--- src/rtl/eth_pkg.sv ---
// Shared Ethernet constants and the RX framer state encoding.
package eth_pkg;

  localparam logic [7:0] ETH_PREAMBLE_BYTE = 8'h55;
  localparam logic [7:0] ETH_SFD_BYTE      = 8'hD5;
  localparam int         ETH_FCS_LEN       = 4;
  localparam int         ETH_MIN_FRAME_LEN = 64;
  // One byte beyond the FCS lets frame end release the last payload byte.
  localparam int         ETH_PIPE_DEPTH    = ETH_FCS_LEN + 1;

  typedef enum logic [1:0] {
    S_DROP,
    S_IDLE,
    S_PREAMBLE,
    S_PAYLOAD
  } rx_framer_state_t;

endpackage

--- src/rtl/eth_rx_delay_line.sv ---
// Five-byte shift register that holds back the FCS so only payload leaves the framer.
module eth_rx_delay_line
  import eth_pkg::*;
(
  input  logic       aclk,
  input  logic       areset,
  input  logic       shift,
  input  logic       flush,
  input  logic [7:0] din,
  output logic [7:0] oldest,
  output logic       full,
  output logic [2:0] count
);

  logic [ETH_PIPE_DEPTH-1:0][7:0] pipe;

  // Flush wins over shift so a frame boundary always leaves the line empty.
  always_ff @(posedge aclk or posedge areset) begin
    if (areset) begin
      pipe  <= '0;
      count <= '0;
    end else if (flush) begin
      pipe  <= '0;
      count <= '0;
    end else if (shift) begin
      pipe <= {pipe[ETH_PIPE_DEPTH-2:0], din};
      if (count != 3'(ETH_PIPE_DEPTH)) count <= count + 3'd1;
    end
  end

  assign oldest = pipe[ETH_PIPE_DEPTH-1];
  assign full   = (count == 3'(ETH_PIPE_DEPTH));

endmodule

--- src/rtl/eth_rx_framer.sv ---
// GMII RX framer: preamble/SFD detect, FCS strip, AXI-Stream payload with error flag.
// Optional statistics counters are enabled by defining ETH_RX_FRAMER_STATS_EN.
module eth_rx_framer
  import eth_pkg::*;
#(
  parameter int PREAMBLE_MIN  = 7,
  parameter int MAX_FRAME_LEN = 1518
) (
  input  logic        aclk,
  input  logic        areset,
  input  logic [7:0]  gmii_rxd,
  input  logic        gmii_rx_dv,
  input  logic        gmii_rx_er,
  input  logic        fcs_ok,
  output logic        preamble_sfd_valid,
  output logic [7:0]  m_axis_tdata,
  output logic        m_axis_tvalid,
  output logic        m_axis_tlast,
  output logic        m_axis_tuser
`ifdef ETH_RX_FRAMER_STATS_EN
  ,
  output logic [31:0] stat_frames_ok,
  output logic [31:0] stat_frames_bad,
  output logic [31:0] stat_runts
`endif
);

  localparam int CNT_W = $clog2(MAX_FRAME_LEN + 1);

  function automatic logic [3:0] sat_inc4(input logic [3:0] v);
    return (v == 4'hF) ? v : v + 4'd1;
  endfunction

  function automatic logic [31:0] sat_inc32(input logic [31:0] v);
    return (v == 32'hFFFF_FFFF) ? v : v + 32'd1;
  endfunction

  rx_framer_state_t state, state_nxt;
  logic [3:0]       pre_cnt, pre_cnt_nxt;
  logic [CNT_W-1:0] byte_cnt, byte_cnt_nxt;
  logic             err, err_nxt;
  logic             sfd_nxt;

  logic             shift, flush;
  logic [7:0]       pipe_oldest;
  logic             pipe_full;
  logic [2:0]       pipe_cnt;

  logic             beat_vld, beat_last, beat_bad, runt_end;

  logic [7:0]       tdata_p0;
  logic             vld_p0, tlast_p0, tuser_p0, sfd_p0;

  eth_rx_delay_line u_delay (
    .aclk   (aclk),
    .areset (areset),
    .shift  (shift),
    .flush  (flush),
    .din    (gmii_rxd),
    .oldest (pipe_oldest),
    .full   (pipe_full),
    .count  (pipe_cnt)
  );

  always_comb begin
    state_nxt    = state;
    pre_cnt_nxt  = pre_cnt;
    byte_cnt_nxt = byte_cnt;
    err_nxt      = err;
    sfd_nxt      = 1'b0;
    shift        = 1'b0;
    flush        = 1'b0;
    beat_vld     = 1'b0;
    beat_last    = 1'b0;
    beat_bad     = 1'b0;
    runt_end     = 1'b0;

    unique case (state)
      S_DROP: begin
        flush = 1'b1;
        if (!gmii_rx_dv) state_nxt = S_IDLE;
      end

      S_IDLE: begin
        flush       = 1'b1;
        pre_cnt_nxt = 4'd0;
        if (gmii_rx_dv) begin
          if (gmii_rxd == ETH_PREAMBLE_BYTE) begin
            state_nxt   = S_PREAMBLE;
            pre_cnt_nxt = 4'd1;
          end else begin
            state_nxt = S_DROP;
          end
        end
      end

      S_PREAMBLE: begin
        flush = 1'b1;
        if (!gmii_rx_dv) begin
          state_nxt   = S_IDLE;
          pre_cnt_nxt = 4'd0;
        end else if (gmii_rx_er) begin
          state_nxt = S_DROP;
        end else if (gmii_rxd == ETH_PREAMBLE_BYTE) begin
          pre_cnt_nxt = sat_inc4(pre_cnt);
        end else if ((gmii_rxd == ETH_SFD_BYTE) &&
                     ({28'd0, pre_cnt} >= 32'(PREAMBLE_MIN))) begin
          state_nxt    = S_PAYLOAD;
          sfd_nxt      = 1'b1;
          byte_cnt_nxt = '0;
          err_nxt      = 1'b0;
        end else begin
          state_nxt = S_DROP;
        end
      end

      S_PAYLOAD: begin
        if (!gmii_rx_dv) begin
          // Frame end: the oldest pipe byte is the last payload byte.
          flush     = 1'b1;
          err_nxt   = 1'b0;
          state_nxt = S_IDLE;
          if (pipe_cnt < 3'(ETH_PIPE_DEPTH)) begin
            runt_end = 1'b1;
          end else begin
            beat_vld  = 1'b1;
            beat_last = 1'b1;
            beat_bad  = !fcs_ok || err ||
                        (byte_cnt < CNT_W'(ETH_MIN_FRAME_LEN));
          end
        end else if (byte_cnt == CNT_W'(MAX_FRAME_LEN)) begin
          flush     = 1'b1;
          err_nxt   = 1'b0;
          beat_vld  = 1'b1;
          beat_last = 1'b1;
          beat_bad  = 1'b1;
          state_nxt = S_DROP;
        end else begin
          shift        = 1'b1;
          byte_cnt_nxt = byte_cnt + CNT_W'(1);
          if (gmii_rx_er) err_nxt = 1'b1;
          if (pipe_full) beat_vld = 1'b1;
        end
      end

      default: state_nxt = S_DROP;
    endcase
  end

  always_ff @(posedge aclk or posedge areset) begin
    if (areset) begin
      state    <= S_DROP;
      pre_cnt  <= '0;
      byte_cnt <= '0;
      err      <= 1'b0;
    end else begin
      state    <= state_nxt;
      pre_cnt  <= pre_cnt_nxt;
      byte_cnt <= byte_cnt_nxt;
      err      <= err_nxt;
    end
  end

  // Stage p0: registered AXI-Stream beat and SFD pulse
  always_ff @(posedge aclk or posedge areset) begin
    if (areset) begin
      tdata_p0 <= '0;
      vld_p0   <= 1'b0;
      tlast_p0 <= 1'b0;
      tuser_p0 <= 1'b0;
      sfd_p0   <= 1'b0;
    end else begin
      if (beat_vld) tdata_p0 <= pipe_oldest;
      vld_p0   <= beat_vld;
      tlast_p0 <= beat_last;
      tuser_p0 <= beat_bad;
      sfd_p0   <= sfd_nxt;
    end
  end

  assign m_axis_tdata       = tdata_p0;
  assign m_axis_tvalid      = vld_p0;
  assign m_axis_tlast       = tlast_p0;
  assign m_axis_tuser       = tuser_p0;
  assign preamble_sfd_valid = sfd_p0;

`ifdef ETH_RX_FRAMER_STATS_EN
  always_ff @(posedge aclk or posedge areset) begin
    if (areset) begin
      stat_frames_ok  <= '0;
      stat_frames_bad <= '0;
      stat_runts      <= '0;
    end else begin
      if (beat_vld && beat_last && !beat_bad) stat_frames_ok  <= sat_inc32(stat_frames_ok);
      if (beat_vld && beat_last &&  beat_bad) stat_frames_bad <= sat_inc32(stat_frames_bad);
      if (runt_end) stat_runts <= sat_inc32(stat_runts);
    end
  end
`endif

endmodule

--- config.mk ---
export PLATFORM = sky130hd
export DESIGN_NAME = eth_rx_framer
export DESIGN_NICKNAME = d
export VERILOG_FILES = /design/src/rtl/eth_pkg.sv /design/src/rtl/eth_rx_delay_line.sv /design/src/rtl/eth_rx_framer.sv
export SDC_FILE = /design/constraint.sdc
export NUM_CORES = 1
export LEC_CHECK = 0
export ABC_CLOCK_PERIOD_IN_PS = 2700
export CAP_MARGIN = 40
export CORE_MARGIN = 3
export CORE_UTILIZATION = 57
export CTS_BUF_LIST = sky130_fd_sc_hd__clkbuf_16
export CTS_CLUSTER_DIAMETER = 60
export DETAILED_ROUTE_END_ITERATION = 6
export PLACE_DENSITY = 0.81
export SYNTH_ARGS = -nofsm -noshare
export SYNTH_HDL_FRONTEND = slang
export SYNTH_SLANG_ARGS = --single-unit
--- constraint.sdc ---
create_clock -name aclk -period 2.7 [get_ports aclk]
set_clock_uncertainty 0.05 [all_clocks]
set_input_delay 0.54 -clock aclk [delete_from_list [all_inputs] [get_ports aclk]]
set_output_delay 0.54 -clock aclk [all_outputs]
set_load 0.02 [all_outputs]
==> summary.md <==
| Metric | Value |
|---|---|
| Min-Delay Endpoint | `u_delay.pipe[28]` |
| FF-to-FF setup slack | `a little over 0.5 ns` |
| Die area | `between 6000 and 7000 um^2` |
| Flops & latches, synth | `73` |
| Nets | `302` |
| Fin crit period | `2.18 ns` |
| Final hold violations | `0` |
| Via density per instance | `roughly 5.5` |
| Port bufs | `24` |
| Clock buffer depth | `2` |
| Clk_lat worst skew | `0.33 ns` |
| Post-Syn Area per Cell | `roughly 12 um^2` |
| Die Y | `approximately 79 um` |
| CTS tree | `yes` |
| Reg2Reg Depth | `7` |
| Hold_sp | `u_delay.pipe[20]` |
| EDFF count, synth | `0` |
| Tot Pwr | `0.00249 W` |
| Fraction of layout cells with a size suffix above 1 | `0.125` |
| CTS Buf Count | `9` |
| Worst r2r src | `byte_cnt[0]` |
| Vias in the first global route | `2019` |
| Status | `finished, final reports clean` |
| Synthesized area | `around 3000 um^2` |
| Worst-Margin Slew | `0.681 ns` |
| Placeable Area | `between 5000 and 6000 um^2` |
| Hold Buf Count CTS | `0` |
| Async SR Flop Fraction | `1.00` |
| H-tree levels | `3` |
| Leak | `roughly 1.8 nW` |
| Post-cts resize count | `0` |
| Prevailing post-synth register cell | `dfrtp_1` |
| Initial drt markers | `160` |
| # IOs | `25` |
| Critical Path AT | `roughly 2.4 ns` |
| Worst vdd ir | `0.382 mV` |
| Antenna-violating nets left | `0` |
| P&R area growth vs syn | `21.4%` |
| Final Max Tran Viols | `0` |
| Drt pass-1 iters | `4` |
| WL/cell | `between 15 and 20 um` |
| Initial antenna violation count | `0` |
| Startpoint Class | `register` |
| Final Wtd Congestion | `around 0.84` |
| Top cells by area, synth | `dfrtp_1 60%, and2_1 8.4%, mux2_4 3.9%` |
| GRT Total Usage | `0.201` |
| Global route total overflow | `0` |
| CTS root buf | `clkbuf_16` |
| Area share of the largest cell type after synthesis | `0.596` |
| RSZ-0062 raised after global routing | `false` |
| Worst min-delay path class | `reg2reg` |
| WP data required | `between 2 and 3 ns` |
| CP max FO | `14` |
| Setup TNS | `0 ns` |
| Max-slew headroom | `0.546` |
| Critical-path cell list | `inv_1 > ha_1 > nand4bb_1 > o31ai_4 > o21ai_1 > buf_4 > o221ai_1` |
| Initial Util | `0.597` |
| Final worst-path cycle share | `0.809` |
| Most area-hungry cell type in the Yosys netlist | `dfrtp_1` |
| Hold Path Depth | `1` |
| Die outline width | `slightly below 80 um` |
| Worst-path clk slew | `0.06 ns` |
| Max-Cap Viols | `0` |
| CP max-delay cell | `o31ai_4` |
| CP max stage delay | `0.61 ns` |
| Post-synthesis sequential area ratio | `0.596` |
| YS warnings | `0` |
| Vias | `1981` |
| Net Count, Synth | `about 270` |
| Cells after Synth | `between 200 and 300` |
| Max Fclk | `~460 MHz` |
| Dpl hpwl | `approximately 3500 um` |
| Largest net degree at the start of global routing | `56` |
| Final wirelength | `5500 um` |
| Setup-failing EPs final | `0` |
| Synth unique cells | `48` |
| Antenna diodes | `0` |
| First-pass GRT wire length | `around 9500 um` |
| Postcts setup bufs | `0` |
| CP Capture Type | `register` |
| Row count | `26` |
| CTS sink cnt | `73` |
| Reg-to-Reg End | `byte_cnt[5]` |
| Pwr dens | `about 670 nW/um^2` |
| DRC viols | `0` |
| Critical path class | `reg2reg` |
==> worst max-delay path, delay by kind of cell (launching register included) <==
kind	cells	cell delay, ns
AND/OR/NAND/NOR	1	0.20
buffers and inverters	2	0.31
flip-flops	1	0.43
adder cells (fa/ha/maj)	1	0.17
AO/OA/AOI/OAI	3	0.94
==> logic make-up after synthesis <==
family / count (synthesis) / synth area share
xor gates and xnor gates: 2 / 0.00571
adders and majority gates: 5 / 0.0204
DFF: 73 / 0.596
muxes: 9 / 0.0424
buffers and inverters: 23 / 0.0363
and+or+nand+nor: 99 / 0.195
AOI/OAI and AO/OA: 43 / 0.104
==> area by class of cell <==
| class | count | area [um^2] |
|---|---|---|
| Clock buffer | 9 | 225 |
| Clock inverter | 7 | 111 |
| Fill cell | 374 | 1420 |
| Inverter | 12 | 45.0 |
| Multi-Input combinational cell | 158 | 1130 |
| Sequential cell | 73 | 1830 |
| Tap cell | 70 | 87.6 |
| Timing Repair Buffer | 30 | 298 |
==> sequential cells by signal (all words and copies together), names as in the netlist, 2 cells and up <==
signal / cells
u_delay.pipe: 32
byte_cnt: 11
m_axis_tdata: 8
u_delay.oldest: 8
pre_cnt: 4
u_delay.count: 3
state: 2
==> where the power goes <==
part / internal [W] / total [W] / switching, W
Combinational: 0.0000277 / 0.0000641 / 0.0000364
Clock: 0.000895 / 0.00132 / 0.000428
Sequential: 0.00110 / 0.00110 / 0.00000623
Total: 0.00202 / 0.00249 / 0.000471
==> synthesized netlist by cell type, types with 2 or more instances <==
master and count:
nor2_1 10, nand4_2 2, and4b_1 2, or3_1 3
nand4bb_1 2, and2_1 41, o21ai_1 4, and4_1 2
o22ai_1 2, o211ai_1 6, ha_1 5, and3_1 3
nand4_1 3, nand3_1 8, a21o_1 3, a31oi_1 7
nand2b_1 3, nor3_1 4, buf_2 8, dfrtp_1 73
buf_6 2, a21oi_1 5, nor3b_1 2, nand2_1 10
inv_1 12, o31a_1 2, mux2_4 8, xnor2_1 2
==> cells in the final DEF, fill, tap and decap left out, drive strengths merged, types with 2 or more instances in the layout <==
cell type      count
nand2             10
and3               3
nand4bb            2
nand2b             3
nand4              5
mux2               8
clkdlybuf4s50     24
and4               3
o21ai              5
clkbuf             9
o22ai              2
bufinv             3
nor3b              2
a21o               3
ha                 5
nand3              8
inv               14
xnor2              2
or3                3
a31oi              7
a21oi              5
nor3               4
o211ai             6
clkinv             2
a31o               2
and4b              2
and2              41
dfrtp             73
o221ai             2
buf                6
o31ai              2
o31a               2
nor2              10
==> worst max path at each step <==
| stage | startpoint | endpoint | slack [ns] | cells past startpoint |
|---|---|---|---|---|
| 2_1_floorplan | areset | byte_cnt[0] | 0.26 | 1 |
| 3_3_place_gp | gmii_rx_dv | byte_cnt[5] | 0.34 | 6 |
| 3_5_place_dp | gmii_rx_dv | m_axis_tdata[4] | 0.29 | 6 |
| 4_1_cts | byte_cnt[0] | byte_cnt[5] | 0.50 | 7 |
| 5_1_grt | byte_cnt[0] | byte_cnt[10] | 0.37 | 7 |
| 6_report | byte_cnt[0] | byte_cnt[5] | 0.52 | 7 |
==> per-stage QoR <==
stage	setup slack, ns	util	std cells	area, um^2	hold WS, ns
global placement	0.344	0.659	343	3390	0.380
CTS	0.501	0.724	359	3720	0.390
global route	0.370	0.724	359	3720	0.402
floorplan	0.257	-	254	3070	0.378
finish	0.515	0.724	359	3720	0.389
detailed placement	0.286	0.659	343	3390	0.383
==> routing by layer <==
layer,vias up,track usage,share of wire
met5,-,0,0
met4,0,0.110,0.019
met3,10,0.0374,0.044
met2,55,0.334,0.51
met1,971,0.248,0.43
li1,945,-,-
Power figures use the tool's default switching activity.
